## config.mk

```make
export PLATFORM = sky130hd
export DESIGN_NAME = frame_sequencer_flat
export DESIGN_NICKNAME = d
export VERILOG_FILES = /design/src/rtl/common.sv /design/src/rtl/frame_sequencer_if.sv /design/src/rtl/raster_scan_counter.sv /design/src/rtl/frame_sequencer.sv /design/src/flat_wrapper.sv
export SDC_FILE = /design/constraint.sdc
export NUM_CORES = 1
export LEC_CHECK = 0
export BUFFER_PORTS_ARGS = -buffer_cell sky130_fd_sc_hd__buf_4
export CAP_MARGIN = 40
export CORE_MARGIN = 2
export CORE_UTILIZATION = 30
export CTS_CLUSTER_SIZE = 40
export DETAILED_ROUTE_END_ITERATION = 8
export SKIP_LAST_GASP = 1
export SLEW_MARGIN = 10
export SYNTH_ARGS = -nofsm -noshare
export SYNTH_HDL_FRONTEND = slang
export SYNTH_SLANG_ARGS = --single-unit
```

## constraint.sdc

```tcl
create_clock -name clock -period 4.84 [get_ports clock]
set_clock_uncertainty 0.2 [all_clocks]
set_input_delay 0.242 -clock clock [delete_from_list [all_inputs] [get_ports clock]]
set_output_delay 0.242 -clock clock [all_outputs]
set_load 0.005 [all_outputs]
```

## src/rtl/common.sv

```systemverilog
// Shared pixel types, coordinate width and frame sequencer state encoding.
package common;

  localparam int unsigned COORD_W = 10;
  localparam int unsigned DEPTH_W = 8;
  localparam int unsigned COLOR_W = 24;

  typedef struct packed {
    logic [DEPTH_W-1:0] depth;
    logic [COLOR_W-1:0] color;
  } pixel_t;

  typedef struct packed {
    logic               valid;
    logic [COORD_W-1:0] x;
    logic [COORD_W-1:0] y;
    pixel_t             pixel;
  } pixel_info_t;

  typedef enum logic [2:0] {
    IDLE,
    CLEAR,
    DRAW,
    DRAIN,
    SWAP_WAIT
  } frame_seq_state_t;

endpackage

```

## src/rtl/frame_sequencer_if.sv

```systemverilog
// Control, depth-comparator and frame-buffer signals around the frame sequencer.
interface frame_sequencer_if;
  import common::*;

  logic               frame_start;
  logic               vblank;
  logic               raster_busy;
  logic               dc_all_complete;
  logic               dc_write_enable;
  logic [COORD_W-1:0] dc_address_x;
  logic [COORD_W-1:0] dc_address_y;
  pixel_t             dc_write_data;

  logic               raster_enable;
  logic               buffer_write_enable;
  logic [COORD_W-1:0] buffer_address_x;
  logic [COORD_W-1:0] buffer_address_y;
  pixel_t             buffer_write_data;
  logic               buffer_select;
  logic               frame_done;
  logic               busy;
  logic               overlap_error;

  modport slave (
    input  frame_start, vblank, raster_busy, dc_all_complete,
           dc_write_enable, dc_address_x, dc_address_y, dc_write_data,
    output raster_enable, buffer_write_enable, buffer_address_x,
           buffer_address_y, buffer_write_data, buffer_select,
           frame_done, busy, overlap_error
  );

  modport master (
    output frame_start, vblank, raster_busy, dc_all_complete,
           dc_write_enable, dc_address_x, dc_address_y, dc_write_data,
    input  raster_enable, buffer_write_enable, buffer_address_x,
           buffer_address_y, buffer_write_data, buffer_select,
           frame_done, busy, overlap_error
  );

endinterface

```

## src/rtl/raster_scan_counter.sv

```systemverilog
// Raster-order x/y counter with a registered flag marking the final position.
module raster_scan_counter
  import common::*;
#(
  parameter int unsigned H_RES = 640,
  parameter int unsigned V_RES = 480
) (
  input  logic               clock,
  input  logic               reset,
  input  logic               enable,
  input  logic               clear,
  output logic [COORD_W-1:0] x,
  output logic [COORD_W-1:0] y,
  output logic               last
);

  localparam logic [COORD_W-1:0] X_MAX  = COORD_W'(H_RES - 1);
  localparam logic [COORD_W-1:0] Y_MAX  = COORD_W'(V_RES - 1);
  localparam logic               SINGLE = (H_RES == 1) && (V_RES == 1);

  logic [COORD_W-1:0] x_next;
  logic [COORD_W-1:0] y_next;

  always_comb begin
    x_next = x + COORD_W'(1);
    y_next = y;
    if (x == X_MAX) begin
      x_next = '0;
      y_next = (y == Y_MAX) ? '0 : y + COORD_W'(1);
    end
  end

  // last is precomputed so the consumer sees it alongside the final address
  always_ff @(posedge clock) begin
    if (reset || clear) begin
      x    <= '0;
      y    <= '0;
      last <= SINGLE;
    end else if (enable) begin
      x    <= x_next;
      y    <= y_next;
      last <= (x_next == X_MAX) && (y_next == Y_MAX);
    end
  end

endmodule

```

## src/rtl/frame_sequencer.sv

```systemverilog
// Per-frame owner of the buffer write port: clear, draw grant, drain, then vblank swap.
module frame_sequencer
  import common::*;
#(
  parameter int unsigned H_RES        = 640,
  parameter int unsigned V_RES        = 480,
  parameter pixel_t      CLEAR_PIXEL  = '0,
  parameter int unsigned DRAIN_CYCLES = 2
) (
  input logic               clock,
  input logic               reset,
  frame_sequencer_if.slave  bus
);

  localparam int unsigned DRAIN_W = (DRAIN_CYCLES < 2) ? 1 : $clog2(DRAIN_CYCLES + 1);

  frame_seq_state_t   state;
  logic               pending;
  logic [DRAIN_W-1:0] drain_count;
  logic [DRAIN_W-1:0] drain_next;
  logic               clear_active;
  logic               pass_active;
  logic               raster_enable_r;
  logic               busy_r;
  logic               frame_done_r;
  logic               buffer_select_r;
  logic               overlap_error_r;

  logic               start_req;
  logic               swap_now;
  logic               scan_clear;
  logic               scan_enable;
  logic [COORD_W-1:0] scan_x;
  logic [COORD_W-1:0] scan_y;
  logic               scan_last;

  assign start_req   = bus.frame_start || pending;
  assign swap_now    = (state == SWAP_WAIT) && bus.vblank;
  assign scan_clear  = ((state == IDLE) && start_req) || (swap_now && start_req);
  assign scan_enable = (state == CLEAR);
  assign drain_next  = drain_count + DRAIN_W'(1);

  raster_scan_counter #(
    .H_RES (H_RES),
    .V_RES (V_RES)
  ) u_scan (
    .clock  (clock),
    .reset  (reset),
    .enable (scan_enable),
    .clear  (scan_clear),
    .x      (scan_x),
    .y      (scan_y),
    .last   (scan_last)
  );

  always_ff @(posedge clock) begin
    if (reset) begin
      state           <= IDLE;
      pending         <= 1'b0;
      drain_count     <= '0;
      clear_active    <= 1'b0;
      pass_active     <= 1'b0;
      raster_enable_r <= 1'b0;
      busy_r          <= 1'b0;
      frame_done_r    <= 1'b0;
      buffer_select_r <= 1'b0;
      overlap_error_r <= 1'b0;
    end else begin
      frame_done_r <= 1'b0;
      // comparator writes outside its grant are dropped and flagged
      if (bus.dc_write_enable && !pass_active) overlap_error_r <= 1'b1;
      if (bus.frame_start && (state != IDLE)) pending <= 1'b1;

      case (state)
        IDLE: begin
          if (start_req) begin
            state        <= CLEAR;
            pending      <= 1'b0;
            clear_active <= 1'b1;
            busy_r       <= 1'b1;
          end
        end
        CLEAR: begin
          if (scan_last) begin
            state           <= DRAW;
            clear_active    <= 1'b0;
            pass_active     <= 1'b1;
            raster_enable_r <= 1'b1;
          end
        end
        DRAW: begin
          if (!bus.raster_busy && bus.dc_all_complete) begin
            state       <= DRAIN;
            drain_count <= '0;
          end
        end
        DRAIN: begin
          // idle cycles absorb the comparator's registered write lag
          if (bus.raster_busy || !bus.dc_all_complete) begin
            state <= DRAW;
          end else if (drain_next == DRAIN_W'(DRAIN_CYCLES)) begin
            state           <= SWAP_WAIT;
            pass_active     <= 1'b0;
            raster_enable_r <= 1'b0;
          end else begin
            drain_count <= drain_next;
          end
        end
        SWAP_WAIT: begin
          if (bus.vblank) begin
            buffer_select_r <= ~buffer_select_r;
            frame_done_r    <= 1'b1;
            pending         <= 1'b0;
            if (start_req) begin
              state        <= CLEAR;
              clear_active <= 1'b1;
            end else begin
              state  <= IDLE;
              busy_r <= 1'b0;
            end
          end
        end
        default: begin
          state <= IDLE;
        end
      endcase
    end
  end

  // draw phase hands the port straight to the comparator with no latency
  assign bus.buffer_write_enable = pass_active ? bus.dc_write_enable : clear_active;
  assign bus.buffer_address_x    = pass_active ? bus.dc_address_x    : scan_x;
  assign bus.buffer_address_y    = pass_active ? bus.dc_address_y    : scan_y;
  assign bus.buffer_write_data   = pass_active  ? bus.dc_write_data :
                                   clear_active ? CLEAR_PIXEL       : '0;

  assign bus.raster_enable = raster_enable_r;
  assign bus.buffer_select = buffer_select_r;
  assign bus.frame_done    = frame_done_r;
  assign bus.busy          = busy_r;
  assign bus.overlap_error = overlap_error_r;

endmodule

```

## src/flat_wrapper.sv

```systemverilog
// flat-port wrapper written by rule: the top's interface ports become plain ports
module frame_sequencer_flat import common::*;
#(
  parameter int unsigned H_RES        = 640,
  parameter int unsigned V_RES        = 480,
  parameter pixel_t      CLEAR_PIXEL  = '0,
  parameter int unsigned DRAIN_CYCLES = 2
)
  (clock, reset, bus_frame_start, bus_vblank, bus_raster_busy, bus_dc_all_complete, bus_dc_write_enable, bus_dc_address_x, bus_dc_address_y, bus_dc_write_data, bus_raster_enable, bus_buffer_write_enable, bus_buffer_address_x, bus_buffer_address_y, bus_buffer_write_data, bus_buffer_select, bus_frame_done, bus_busy, bus_overlap_error);
  frame_sequencer_if bus_i ();
  input logic clock;
  input logic reset;
  input wire logic [$bits(bus_i.frame_start)-1:0] bus_frame_start;
  input wire logic [$bits(bus_i.vblank)-1:0] bus_vblank;
  input wire logic [$bits(bus_i.raster_busy)-1:0] bus_raster_busy;
  input wire logic [$bits(bus_i.dc_all_complete)-1:0] bus_dc_all_complete;
  input wire logic [$bits(bus_i.dc_write_enable)-1:0] bus_dc_write_enable;
  input wire logic [$bits(bus_i.dc_address_x)-1:0] bus_dc_address_x;
  input wire logic [$bits(bus_i.dc_address_y)-1:0] bus_dc_address_y;
  input wire logic [$bits(bus_i.dc_write_data)-1:0] bus_dc_write_data;
  output wire logic [$bits(bus_i.raster_enable)-1:0] bus_raster_enable;
  output wire logic [$bits(bus_i.buffer_write_enable)-1:0] bus_buffer_write_enable;
  output wire logic [$bits(bus_i.buffer_address_x)-1:0] bus_buffer_address_x;
  output wire logic [$bits(bus_i.buffer_address_y)-1:0] bus_buffer_address_y;
  output wire logic [$bits(bus_i.buffer_write_data)-1:0] bus_buffer_write_data;
  output wire logic [$bits(bus_i.buffer_select)-1:0] bus_buffer_select;
  output wire logic [$bits(bus_i.frame_done)-1:0] bus_frame_done;
  output wire logic [$bits(bus_i.busy)-1:0] bus_busy;
  output wire logic [$bits(bus_i.overlap_error)-1:0] bus_overlap_error;
  assign bus_i.frame_start = bus_frame_start;
  assign bus_i.vblank = bus_vblank;
  assign bus_i.raster_busy = bus_raster_busy;
  assign bus_i.dc_all_complete = bus_dc_all_complete;
  assign bus_i.dc_write_enable = bus_dc_write_enable;
  assign bus_i.dc_address_x = bus_dc_address_x;
  assign bus_i.dc_address_y = bus_dc_address_y;
  assign bus_i.dc_write_data = bus_dc_write_data;
  assign bus_raster_enable = bus_i.raster_enable;
  assign bus_buffer_write_enable = bus_i.buffer_write_enable;
  assign bus_buffer_address_x = bus_i.buffer_address_x;
  assign bus_buffer_address_y = bus_i.buffer_address_y;
  assign bus_buffer_write_data = bus_i.buffer_write_data;
  assign bus_buffer_select = bus_i.buffer_select;
  assign bus_frame_done = bus_i.frame_done;
  assign bus_busy = bus_i.busy;
  assign bus_overlap_error = bus_i.overlap_error;
  frame_sequencer #(.H_RES(H_RES), .V_RES(V_RES), .CLEAR_PIXEL(CLEAR_PIXEL), .DRAIN_CYCLES(DRAIN_CYCLES)) u_core (.clock(clock), .reset(reset), .bus(bus_i));
endmodule
```

After elaboration in Yosys (flattened, before gate mapping)
Index checks and enable logic that the tools add are counted.
{"block": "op_classes", "add_sub_neg": 3, "n_eq_ne": 18, "n_mux": 36, "n_bitwise": 2, "n_reduce_logical": 27}
{"op": "10-bit two-way mux", "n": 5}
{"op": "32-bit two-way mux", "n": 1}
{"op": "10-bit by 1-bit adder with 10-bit output, second input constant", "n": 2}
{"op": "10-bit equality test, second input constant", "n": 2}
{"op": "10-bit by 9-bit equality test with 1-bit output, second input constant", "n": 2}
{"op": "3-bit two-way mux", "n": 6}
{"op": "1-bit two-way mux", "n": 15}
{"op": "3-bit one-hot mux with 5 select lines", "n": 1}
{"op": "4-bit AND reduction", "n": 3}
{"op": "2-bit != test, second input constant", "n": 5}
{"op": "1-bit logical AND", "n": 7}
{"op": "3-bit by 2-bit equality test with 1-bit output, second input constant", "n": 2}
{"op": "2-bit two-way mux", "n": 3}
{"op": "2-bit by 1-bit != test with 1-bit output, second input constant", "n": 3}
{"op": "1-bit one-hot mux with 2 select lines", "n": 3}
{"op": "2-bit nonzero test", "n": 3}
{"op": "3-bit nonzero test", "n": 2}
{"op": "5-bit AND reduction", "n": 1}
{"op": "1-bit logical OR", "n": 4}
{"op": "2-bit one-hot mux with 2 select lines", "n": 1}
{"op": "3-bit by 1-bit equality test with 1-bit output, second input constant", "n": 1}
{"op": "3-bit equality test, second input constant", "n": 1}
{"op": "1-bit zero test", "n": 3}
{"op": "3-bit zero test", "n": 1}
{"op": "8 further kinds", "n": 9}
{"block": "totals", "reg_bits": 33, "in_bits": 59, "out_inout_bits": 58}

Depth between registers and ports, before layout
Gate-level depths: netlist of the first run.
{"block": "depth", "ltp_word": 5, "ltp_mapped": 8, "mapped_depth_nobuf": 7}

Hierarchy
A second synthesis of the first run with hierarchy kept.
{"block": "unflattened", "cells_unflattened": 287, "hier_area_um2": 2313.5}
{"module": "raster_scan_counter", "instances": 1, "cells_per_inst": 154, "area_per_inst_um2": 1243.7, "seq_area_each_um2": 420.4}
{"module": "frame_sequencer", "instances": 1, "cells_per_inst": 133, "area_per_inst_um2": 1069.8, "seq_area_each_um2": 240.2}

Least setup slack after synthesis of the first run
No wires, ideal clock.
{"block": "synth_timing", "path_type": "register -> register", "start": "register u_core.u_scan.x[1]", "end": "register u_core.u_scan.y[8]", "setup_ns": 0.070, "arrival_time_ns": 1.996, "t_required_ns": 4.570, "slack_ns": 2.574, "path_stages_with_launch": 6, "period_less_slack_ns": 2.266, "cell_sequence": "dfxtp_1 ha_1 nand3_1 or3_4 or4_1 a21oi_1"}
{"block": "synth_via", "elab_chain_cells": 2}
{"item": "from (decl)", "line_no": "raster_scan_counter.sv:12", "rtl": "output logic [COORD_W-1:0] x,"}
{"item": "from (signal assigned)", "line_no": "raster_scan_counter.sv:40", "rtl": "x <= x_next;"}
{"item": "10-bit equality test", "line_no": "raster_scan_counter.sv:27", "rtl": "if (x == X_MAX) begin"}
{"item": "10-bit two-way mux", "line_no": "raster_scan_counter.sv:27"}
{"item": "to (signal assigned)", "line_no": "raster_scan_counter.sv:41", "rtl": "y <= y_next;"}
{"item": "to (decl)", "line_no": "raster_scan_counter.sv:13", "rtl": "output logic [COORD_W-1:0] y,"}
Every way passes these cells.
A chain may end at the register's enable or synchronous reset.

Worst setup path in the final report of the first run
{"block": "layout_timing", "start": "register u_core.u_scan.x[1]", "end": "register u_core.u_scan.y[6]"}
Same word-level chain as after synthesis.

==> impl_metrics.json, run 1 <==
{
  "run_status": "finished clean",
  "cts_root_buffer": "sky130_fd_sc_hd__clkbuf_8",
  "hp-class": "input port to flip-flop",
  "cts_inserted_buffers": 5,
  "area_of_the_placeable_core_um2": 7650,
  "top_layer": "met4",
  "insertedDiodeCount": 0,
  "dieWidth_um": 92.5,
  "seq_power_share_pct": 42.6,
  "critical-path-slowest-cell": "sky130_fd_sc_hd__dfxtp_1",
  "ctsHtreeMaxLevel": 2,
  "async_flop_share_pct": 0,
  "synth-seq-area-share_pct": 28.1,
  "final_hold_viol_count": 0,
  "grt_start_max_net_pins": 54,
  "post_cts_hold_buffer_count": 0,
  "post_synth_inst_count": 302,
  "critical_path_class": "flip-flop to flip-flop",
  "synth_fp_nets": 365,
  "routed-via-count": 2559,
  "wl_met1_um": 2970,
  "met2_wirelength_um": 3220,
  "power.share.clock_pct": 31.1,
  "routabilityCongestion": 0.859,
  "synth_top_cell_by_area": "sky130_fd_sc_hd__dfxtp_1",
  "worstSkewPairLatency_ns": 0.29,
  "max-slew-margin-rel_pct": 56.7,
  "crit_required_ns": 4.86,
  "postCtsSetupBuffers": 0,
  "critical_path.endpoint_type": "flip-flop",
  "timing.final.max_slew_violations": 0,
  "tightest_slew_ns": 0.650,
  "nets": 467,
  "drt_iter0_markers": 105,
  "yosys-top-cells-count": "sky130_fd_sc_hd__and2_1 (37), sky130_fd_sc_hd__dfxtp_1 (33), sky130_fd_sc_hd__nor2_1 (27), sky130_fd_sc_hd__a21oi_1 (21), sky130_fd_sc_hd__nand2_1 (19)",
  "power_report.internal_total_mw": 0.513,
  "top_level_ports": 117,
  "synth_top_cells_by_area": "sky130_fd_sc_hd__dfxtp_1 (28%), sky130_fd_sc_hd__and2_1 (9.9%), sky130_fd_sc_hd__mux2_2 (7.7%)",
  "final.setup.tns_ns": 0,
  "drt_pre_antenna_iters": 4,
  "detail_route.wl_per_cell_um": 13.5,
  "finalWirelength_um": 6860,
  "crit_path_cell_trace": "ha_1 -> nand3_1 -> nor3_2 -> buf_4 -> nand3_1 -> or3_1 -> a21oi_1",
  "dieArea_um2": 8560,
  "final.period_utilization_pct": 54.6,
  "first_global_vias": 2336,
  "seqCellArea_um2": 662,
  "gr-usage-all-layers_pct": 15.9,
  "total_leakage_power_nw": 1.46,
  "rsz0062_at_grt": "no",
  "power_switching_mw": 0.236,
  "grt_antenna_before_repair": 0,
  "achievable-frequency_mhz": 379,
  "floorplan.initialDensity_pct": 30.7,
  "arr_time_crit_path_ns": 2.66,
  "fillerInstances": 763,
  "std_cell_rows": 32,
  "growth_of_design_area_from_synthesis_to_finish_pct": 43.7,
  "timing.max_cap.violations": 0,
  "cts_buffer_depth": 2,
  "finalSetupViolations": 0,
  "final_period_minus_worst_setup_slack_ns": 2.64,
  "clkTransAtPathRegs_ns": 0.07,
  "synth-main-ff-cell": "sky130_fd_sc_hd__dfxtp_1",
  "met3WireLength_um": 593,
  "fp.dieH_um": 92.5,
  "vdd_ir_drop_max_mv": 0.112,
  "syn_avg_cell_area_um2": 7.78,
  "synth_largest_type_area_fraction_pct": 28.1,
  "gr-total-overflow": 0,
  "drtAntennaViolNets": 0,
  "power_density_nw_per_um2": 222,
  "layout-drive-gt1-share_pct": 37.8,
  "part_of_the_power_in_combinational_logic_pct": 26.2,
  "worst_hold_slack_ns": 0.00319,
  "synth_enable_flop_cells": 0,
  "dp_hpwl_um": 5210,
  "clk_sink_count": 33,
  "worstSetupStartpointType": "flip-flop",
  "placement.io_buffers": 116,
  "multi_input_comb_area_um2": 1560,
  "global_route_wire_length_before_repair_um": 11100,
  "path_common_cell": "sky130_fd_sc_hd__nand3_1",
  "critPathMaxStageDelay_ns": 0.47,
  "synth_most_common_cell": "sky130_fd_sc_hd__and2_1",
  "crit_fanout": 11,
  "power_switching_share_pct": 31.5,
  "cts_tree": "built",
  "post-route-drc-count": 0,
  "route.detailed.vias_per_inst": 5.05,
  "ys_seq_elements": 33,
  "post_cts_resized": 0,
  "number_of_different_library_cells_in_the_post_synthesis_netlist": 57,
  "synth-warning-count": 0,
  "summed_instance_area_of_the_synthesized_netlist_um2": 2350
}
==> cell families after synthesis <==
logic type / count (synthesis) / share of synthesized area (%)
AND/OR/NAND/NOR: 139 / 33.4
buffers and inverters: 30 / 5.48
multiplexers: 19 / 8.95
XOR/XNOR: 11 / 4.10
flip-flops: 33 / 28.1
adder cells (fa/ha/maj): 4 / 2.13
AO/OA/AOI/OAI: 66 / 17.8
==> layout make-up <==
cell class              instances  area share [%]
clock buffers                   7            2.85
clock inverters                 1           0.148
inverters                       7           0.778
multi-input cells             239            46.2
flip-flops and latches         33            19.6
well taps                     102            3.78
repair buffers                118            26.6
==> power by group through the flow <==
| stage | combinational [mW] | sequential (mW) | clock, mW |
|---|---|---|---|
| 5_1_grt | 0.223 | 0.325 | 0.253 |
| 4_1_cts | 0.200 | 0.319 | 0.238 |
| 3_3_place_gp | 0.197 | 0.323 | 0 |
| 3_5_place_dp | 0.199 | 0.326 | 0 |
| 6_report | 0.196 | 0.319 | 0.233 |
| 2_1_floorplan | 0.128 | 0.314 | 0 |
==> worst max-delay path: cells and delay by family, from the launching register on <==
kind            cells  cell delay (ns)
fa+ha+maj           1             0.35
simple gates        4             1.18
buf+inv             1             0.25
compound gates      1             0.13
flops               1             0.47
==> layout by cell type, fill, tap and decap left out, drive strengths merged, types with 5 or more instances in the layout <==
cell,count
nor2,27
mux2,16
nand3,16
clkbuf,7
o21ai,17
or3,5
xor2,8
dfxtp,33
buf,118
and2,37
inv,7
nand2,19
a21oi,21
nor3,5
nand4,5
==> layer usage <==
metal | vias to the layer above | GRT usage [%]
met5 | - | 0
met4 | 0 | 4.48
met3 | 5 | 4.39
met2 | 105 | 26.8
met1 | 1164 | 19.8
li1 | 1285 | -
==> stage by stage <==
step	utilization [%]	area, µm²	setup WS, ns	power [mW]	std cells
finish	44.1	3380	2.20	0.749	507
global route	44.1	3380	1.88	0.801	507
CTS	44.1	3380	2.18	0.758	507
detailed placement	42.8	3270	2.20	0.525	499
global placement	42.5	3250	2.03	0.520	497
floorplan	-	2350	2.57	0.442	302
==> flip-flops by register name, summed over array words and instances, names as in the netlist, 2 cells and up <==
signal              count
u_core.u_scan.x        10
u_core.state            3
u_core.u_scan.y        10
u_core.drain_count      2
==> worst paths after layout <==
path / startpoint / endpoint / slack, ns / cells after the start
worst max-delay path: u_core.u_scan.x[1] / u_core.u_scan.y[6] / 2.20 / 7
worst min-delay path: bus_dc_write_enable / u_core.bus.overlap_error / 0.003 / 3
worst min register to register: u_core.clear_active / u_core.clear_active / 0.27 / 2
worst max register to register: u_core.u_scan.x[1] / u_core.u_scan.y[6] / 2.20 / 7
(Power assumes the default switching activity.)
==> inputs of run 2 (changes only) <==
==> constraint.sdc (replaced) <==
create_clock -name clock -period 2.1 [get_ports clock]
set_clock_uncertainty 0.2 [all_clocks]
set_input_delay 0.105 -clock clock [delete_from_list [all_inputs] [get_ports clock]]
set_output_delay 0.105 -clock clock [all_outputs]
set_load 0.005 [all_outputs]
==> impl_metrics.json, run 2 (synthesis results as in run 1) <==
{
  "run_status": "finished clean",
  "detailedPlace.worstSlack_ns": 0.0857,
  "top_level_ports": 117,
  "route.detailed.vias_per_inst": 5.06,
  "cts_inserted_buffers": 5,
  "detail_route.wl_per_cell_um": 13.6,
  "ctsHtreeMaxLevel": 2,
  "worstSetupStartpointType": "flip-flop",
  "arr_time_crit_path_ns": 2.06,
  "cts_buffer_depth": 2,
  "floorplan.initialDensity_pct": 30.7,
  "cts_tree": "built",
  "seq_power_share_pct": 37.6,
  "leading_cell_type_in_the_layout_fill_and_taps_excluded": "sky130_fd_sc_hd__buf_4",
  "growth_of_design_area_from_synthesis_to_finish_pct": 55.5,
  "final.setup.tns_ns": 0,
  "layout-drive-gt1-share_pct": 41.5,
  "timing.max_cap.violations": 0,
  "biggestRegsByFlops": "u_core.u_scan.x x10, u_core.u_scan.y x10, u_core.state x3",
  "area_of_the_placeable_core_um2": 7650,
  "routed-via-count": 2713,
  "std_cell_rows": 32,
  "drt_iter0_markers": 107,
  "finalSetupViolations": 0,
  "worst_hold_slack_ns": 0.122,
  "mostFrequentLayoutCells": "sky130_fd_sc_hd__buf_4 (140), sky130_fd_sc_hd__and2_1 (37), sky130_fd_sc_hd__dfxtp_1 (30)",
  "power_report.internal_total_mw": 1.35,
  "cts_root_buffer": "sky130_fd_sc_hd__clkbuf_8",
  "placement.io_buffers": 116,
  "final.period_utilization_pct": 96.9,
  "tightest_slew_ns": 0.382,
  "worstSkewPairLatency_ns": 0.29,
  "vdd_ir_drop_max_mv": 0.239,
  "drt_pre_antenna_iters": 4,
  "power_switching_share_pct": 30.4,
  "max-slew-margin-rel_pct": 74.6,
  "timing.final.max_slew_violations": 0,
  "routabilityCongestion": 0.875,
  "dieWidth_um": 92.5,
  "post-route-drc-count": 0,
  "final_hold_viol_count": 0,
  "total_leakage_power_nw": 1.61,
  "clk_sink_count": 33,
  "achievable-frequency_mhz": 492,
  "crit_fanout": 5,
  "crit_required_ns": 2.13,
  "dieArea_um2": 8560,
  "part_of_the_power_in_combinational_logic_pct": 29.7,
  "critical_path_class": "flip-flop to flip-flop",
  "layoutNonFillerInstCount": 536,
  "hp-class": "input port to flip-flop",
  "nets": 496,
  "grt_antenna_before_repair": 0,
  "finalWirelength_um": 7300,
  "power_switching_mw": 0.589,
  "first_global_vias": 2501,
  "critical_path.endpoint_type": "flip-flop",
  "insertedDiodeCount": 0,
  "fp.dieH_um": 92.5,
  "post-place-cells": 522,
  "clkTransAtPathRegs_ns": 0.07,
  "rsz0062_at_grt": "yes",
  "grt_start_max_net_pins": 55,
  "gr-total-overflow": 0,
  "rrSetupSlack_ns": 0.07,
  "dp_hpwl_um": 5630,
  "crit_path_setup_slack_layout_ns": 0.0658,
  "power.share.clock_pct": 32.7,
  "global_route_wire_length_before_repair_um": 11500,
  "gr-usage-all-layers_pct": 16.5,
  "drtAntennaViolNets": 0,
  "power_density_nw_per_um2": 530,
  "final_period_minus_worst_setup_slack_ns": 2.03
}
==> run 2: final timing paths <==
check,start,endpoint,cells after the start
worst min-delay path,bus_dc_all_complete,u_core.state[2],4
worst min register to register,u_core.bus.busy,u_core.bus.busy,2
worst max-delay path,u_core.u_scan.x[7],u_core.u_scan.y[8],4
worst max register to register,u_core.u_scan.x[7],u_core.u_scan.y[8],4
==> run 2: repair_timing <==
item / CTS / global route
buffers inserted: 0 / 0
resized for setup: 0 / 3
hold buffers: 6 / 0
setup endpoints to repair: 0 / 4
endpoints found under the hold margin: 12 / 0
==> run 2: stage by stage <==
stage | power [mW] | utilization, % | cell area (µm²)
6_report | 1.94 | 47.8 | 3650
5_1_grt | 2.05 | 47.8 | 3650
4_1_cts | 1.95 | 47.6 | 3640
3_5_place_dp | 1.31 | 45.3 | 3470
3_3_place_gp | 1.30 | 45.3 | 3470
2_1_floorplan | 1.03 | - | 2370
==> run 2: cell type report <==
class,count,area (µm²)
Multi-Input combinational cell,239,1590
Inverter,7,26.3
Tap cell,102,128
Clock buffer,7,86.3
Timing Repair Buffer,147,1130
Fill cell,751,3990
Sequential cell,33,664
Clock inverter,1,30.0
==> run 2: power by group through the flow <==
stage,registers (mW),clock network (mW),logic (mW)
CTS,0.726,0.647,0.581
global placement,0.736,0,0.559
floorplan,0.730,0,0.296
finish,0.729,0.633,0.575
global route,0.737,0.668,0.641
detailed placement,0.741,0,0.568
==> run 2: worst max-delay path, cell delays in order, from the launching register on <==
cell,delay [ns]
sky130_fd_sc_hd__dfxtp_1,0.34
sky130_fd_sc_hd__or3b_4,0.44
sky130_fd_sc_hd__or3_4,0.37
sky130_fd_sc_hd__or4_1,0.48
sky130_fd_sc_hd__a21oi_1,0.14
==> run 2: layer usage <==
| metal | GRT usage (%) | wire length [µm] |
|---|---|---|
| met3 | 3.34 | 642 |
| met2 | 29.0 | 3430 |
| met5 | 0 | 0 |
| met4 | 5.22 | 108 |
| met1 | 20.0 | 3110 |
==> inputs of run 3 (changes only) <==
--- a/config.mk
+++ b/config.mk
@@ -5,6 +5,7 @@
 export SDC_FILE = /design/constraint.sdc
 export NUM_CORES = 1
 export LEC_CHECK = 0
+export ABC_AREA = 1
 export BUFFER_PORTS_ARGS = -buffer_cell sky130_fd_sc_hd__buf_4
 export CAP_MARGIN = 40
 export CORE_MARGIN = 2
==> impl_metrics.json, run 3 <==
{
  "final.setup.tns_ns": 0,
  "hp-class": "input port to flip-flop",
  "critPathMaxStageDelay_ns": 0.37,
  "power.share.clock_pct": 19.7,
  "rrSetupSlack_ns": 0.17,
  "std_cell_rows": 33,
  "dieWidth_um": 95.3,
  "global_route_wire_length_before_repair_um": 11700,
  "critical_path.endpoint_type": "flip-flop",
  "leading_cell_type_in_the_layout_fill_and_taps_excluded": "sky130_fd_sc_hd__nand2_1",
  "cts_tree": "built",
  "arr_time_crit_path_ns": 1.95,
  "syn_avg_cell_area_um2": 5.72,
  "top_level_ports": 117,
  "layout-drive-gt1-share_pct": 28.1,
  "yosys-top-cells-count": "sky130_fd_sc_hd__nand2_1 (136), sky130_fd_sc_hd__inv_1 (78), sky130_fd_sc_hd__o21ai_0 (35), sky130_fd_sc_hd__dfxtp_1 (33), sky130_fd_sc_hd__nor2_1 (33)",
  "worst_r2r_path_depth": 11,
  "post-route-drc-count": 0,
  "worstHoldPathCells": 6,
  "timing.max_cap.violations": 0,
  "synth_most_common_cell": "sky130_fd_sc_hd__nand2_1",
  "placement.io_buffers": 116,
  "synth_top_cells_by_area": "sky130_fd_sc_hd__dfxtp_1 (26%), sky130_fd_sc_hd__nand2_1 (20%), sky130_fd_sc_hd__inv_1 (12%)",
  "r2r-end": "u_core.u_scan.last",
  "power_density_nw_per_um2": 687,
  "finalWirelength_um": 7320,
  "worstSkewPairLatency_ns": 0.29,
  "drt_iter0_markers": 109,
  "drt_pre_antenna_iters": 4,
  "insertedDiodeCount": 0,
  "post-route-util_pct": 45.1,
  "vdd_ir_drop_max_mv": 0.411,
  "detail_route.wl_per_cell_um": 11.0,
  "finalSetupViolations": 0,
  "synth_enable_flop_cells": 0,
  "clk_sink_count": 33,
  "number_of_different_library_cells_in_the_post_synthesis_netlist": 32,
  "biggestRegsByFlops": "u_core.u_scan.x x10, u_core.u_scan.y x10, u_core.state x3",
  "gr-usage-all-layers_pct": 15.9,
  "summed_instance_area_of_the_synthesized_netlist_um2": 2500,
  "worstSetupStartpointType": "flip-flop",
  "tightest_slew_ns": 0.372,
  "floorplan.initialDensity_pct": 30.7,
  "first_global_vias": 2677,
  "timing.final.max_slew_violations": 0,
  "achievable-frequency_mhz": 519,
  "power_switching_share_pct": 40.9,
  "area_of_the_placeable_core_um2": 8130,
  "r2r_start": "u_core.u_scan.x[0]",
  "max-slew-margin-rel_pct": 75.2,
  "final_period_minus_worst_setup_slack_ns": 1.93,
  "rsz0062_at_grt": "no",
  "total_leakage_power_nw": 1.95,
  "critical-path-slowest-cell": "sky130_fd_sc_hd__dfxtp_2",
  "dp_hpwl_um": 5840,
  "cts_root_buffer": "sky130_fd_sc_hd__clkbuf_8",
  "crit_required_ns": 2.12,
  "cts_buffer_depth": 2,
  "routabilityCongestion": 0.945,
  "ys_seq_elements": 33,
  "grt_antenna_before_repair": 0,
  "growth_of_design_area_from_synthesis_to_finish_pct": 46.7,
  "gr-total-overflow": 0,
  "ctsHtreeMaxLevel": 2,
  "power_switching_mw": 1.03,
  "power_report.internal_total_mw": 1.49,
  "crit_path_start": "u_core.u_scan.x[0]",
  "synth-seq-area-share_pct": 26.4,
  "synth_fp_nets": 500,
  "mostFrequentLayoutCells": "sky130_fd_sc_hd__nand2_1 (136), sky130_fd_sc_hd__buf_4 (124), sky130_fd_sc_hd__inv_1 (78)",
  "nets": 621,
  "run_status": "finished clean",
  "route.detailed.vias_per_inst": 4.56,
  "routed-via-count": 3022,
  "drtAntennaViolNets": 0,
  "async_flop_share_pct": 0,
  "fp.dieH_um": 95.3,
  "crit_path_cell_trace": "ha_2 -> nand3_1 -> nor2_4 -> nand3_4 -> inv_2 -> nand3_2 -> nand3_1 -> nand2_1 -> nor2_1 -> nand3_1 -> a21oi_2",
  "part_of_the_power_in_combinational_logic_pct": 44.6,
  "crit_fanout": 10,
  "seq_power_share_pct": 35.7,
  "cts_inserted_buffers": 5,
  "clkTransAtPathRegs_ns": 0.07,
  "dieArea_um2": 9080,
  "synth_largest_type_area_fraction_pct": 26.4,
  "post_synth_inst_count": 437,
  "final_hold_viol_count": 0,
  "worst_hold_path.endpoint": "u_core.state[2]",
  "critical_path_class": "flip-flop to flip-flop",
  "hold_path.startpoint": "bus_raster_busy",
  "final.period_utilization_pct": 91.8,
  "synth_top_cell_by_area": "sky130_fd_sc_hd__dfxtp_1",
  "grt_start_max_net_pins": 39,
  "path_common_cell": "sky130_fd_sc_hd__nand3_1",
  "worst_hold_slack_ns": 0.0528,
  "synth-main-ff-cell": "sky130_fd_sc_hd__dfxtp_1",
  "synth-warning-count": 0
}
==> run 3: cell count changes after synthesis, sizes merged, moves of 15 or more <==
cell,previous run,this run
and2,37,0
inv,7,82
mux2,16,0
nand2,19,137
nand3,16,33
nor2,27,42
o21ai,17,39
==> run 3: power groups by stage <==
stage	sequential, mW	combinational (mW)	clock (mW)
after floorplan	0.862	0.700	0
after CTS	0.896	1.12	0.502
after global placement	0.905	1.10	0
after detailed placement	0.910	1.10	0
final	0.900	1.12	0.497
after global routing	0.924	1.28	0.524
==> run 3: critical path: cells and delay by family, from the launching register on <==
family / cells / cell delay (ns)
simple gates: 8 / 0.85
flops: 1 / 0.37
fa+ha+maj: 1 / 0.23
compound gates: 1 / 0.12
buf+inv: 1 / 0.10
==> run 3: area by class of cell <==
type                       count  area [µm²]
fill                         838        4470
multi-input combinational    306        1480
timing repair buffer         130        1000
sequential                    33         663
inverter                      82         308
tap                          105         131
clock buffer                   7        86.3
==> run 3: worst max path at each step <==
stage / endpoint / slack [ns] / depth (start not counted)
floorplan: u_core.u_scan.last / 0.28 / 11
global placement: u_core.u_scan.last / 0.15 / 11
detailed placement: u_core.u_scan.last / 0.09 / 11
CTS: u_core.u_scan.last / 0.08 / 11
global route: u_core.u_scan.last / 0.0003 / 11
finish: u_core.u_scan.last / 0.17 / 11
==> run 3: per-stage QoR <==
stage	instances	power (mW)	setup slack [ns]	cell area (µm²)
final	663	2.52	0.173	3670
after global routing	663	2.73	0.000285	3670
after CTS	663	2.51	0.0846	3650
after detailed placement	651	2.01	0.0871	3510
after global placement	651	2.01	0.148	3510
after floorplan	437	1.56	0.281	2500
==> run 3: logic make-up after synthesis <==
family | after synthesis | synth area share, %
AND/OR/NAND/NOR | 224 | 38.9
buffers and inverters | 98 | 15.3
AO/OA/AOI/OAI | 74 | 16.1
flip-flops | 33 | 26.4
XOR/XNOR | 4 | 1.40
adder cells (fa/ha/maj) | 4 | 2.00
==> run 3: metal layers <==
metal  GRT usage [%]  vias up  wire, µm
met5               0        -         0
met4            3.50        0        35
met3            3.24        5       396
met2            26.7       82      3550
met1            21.0     1336      3340
li1                -     1599         -
==> run 3: timing repair <==
action,CTS,global route
resized for setup,0,5
setup buffers,0,0
endpoints found under the hold margin,9,0
hold buffers,5,0
setup endpoints to repair,0,4
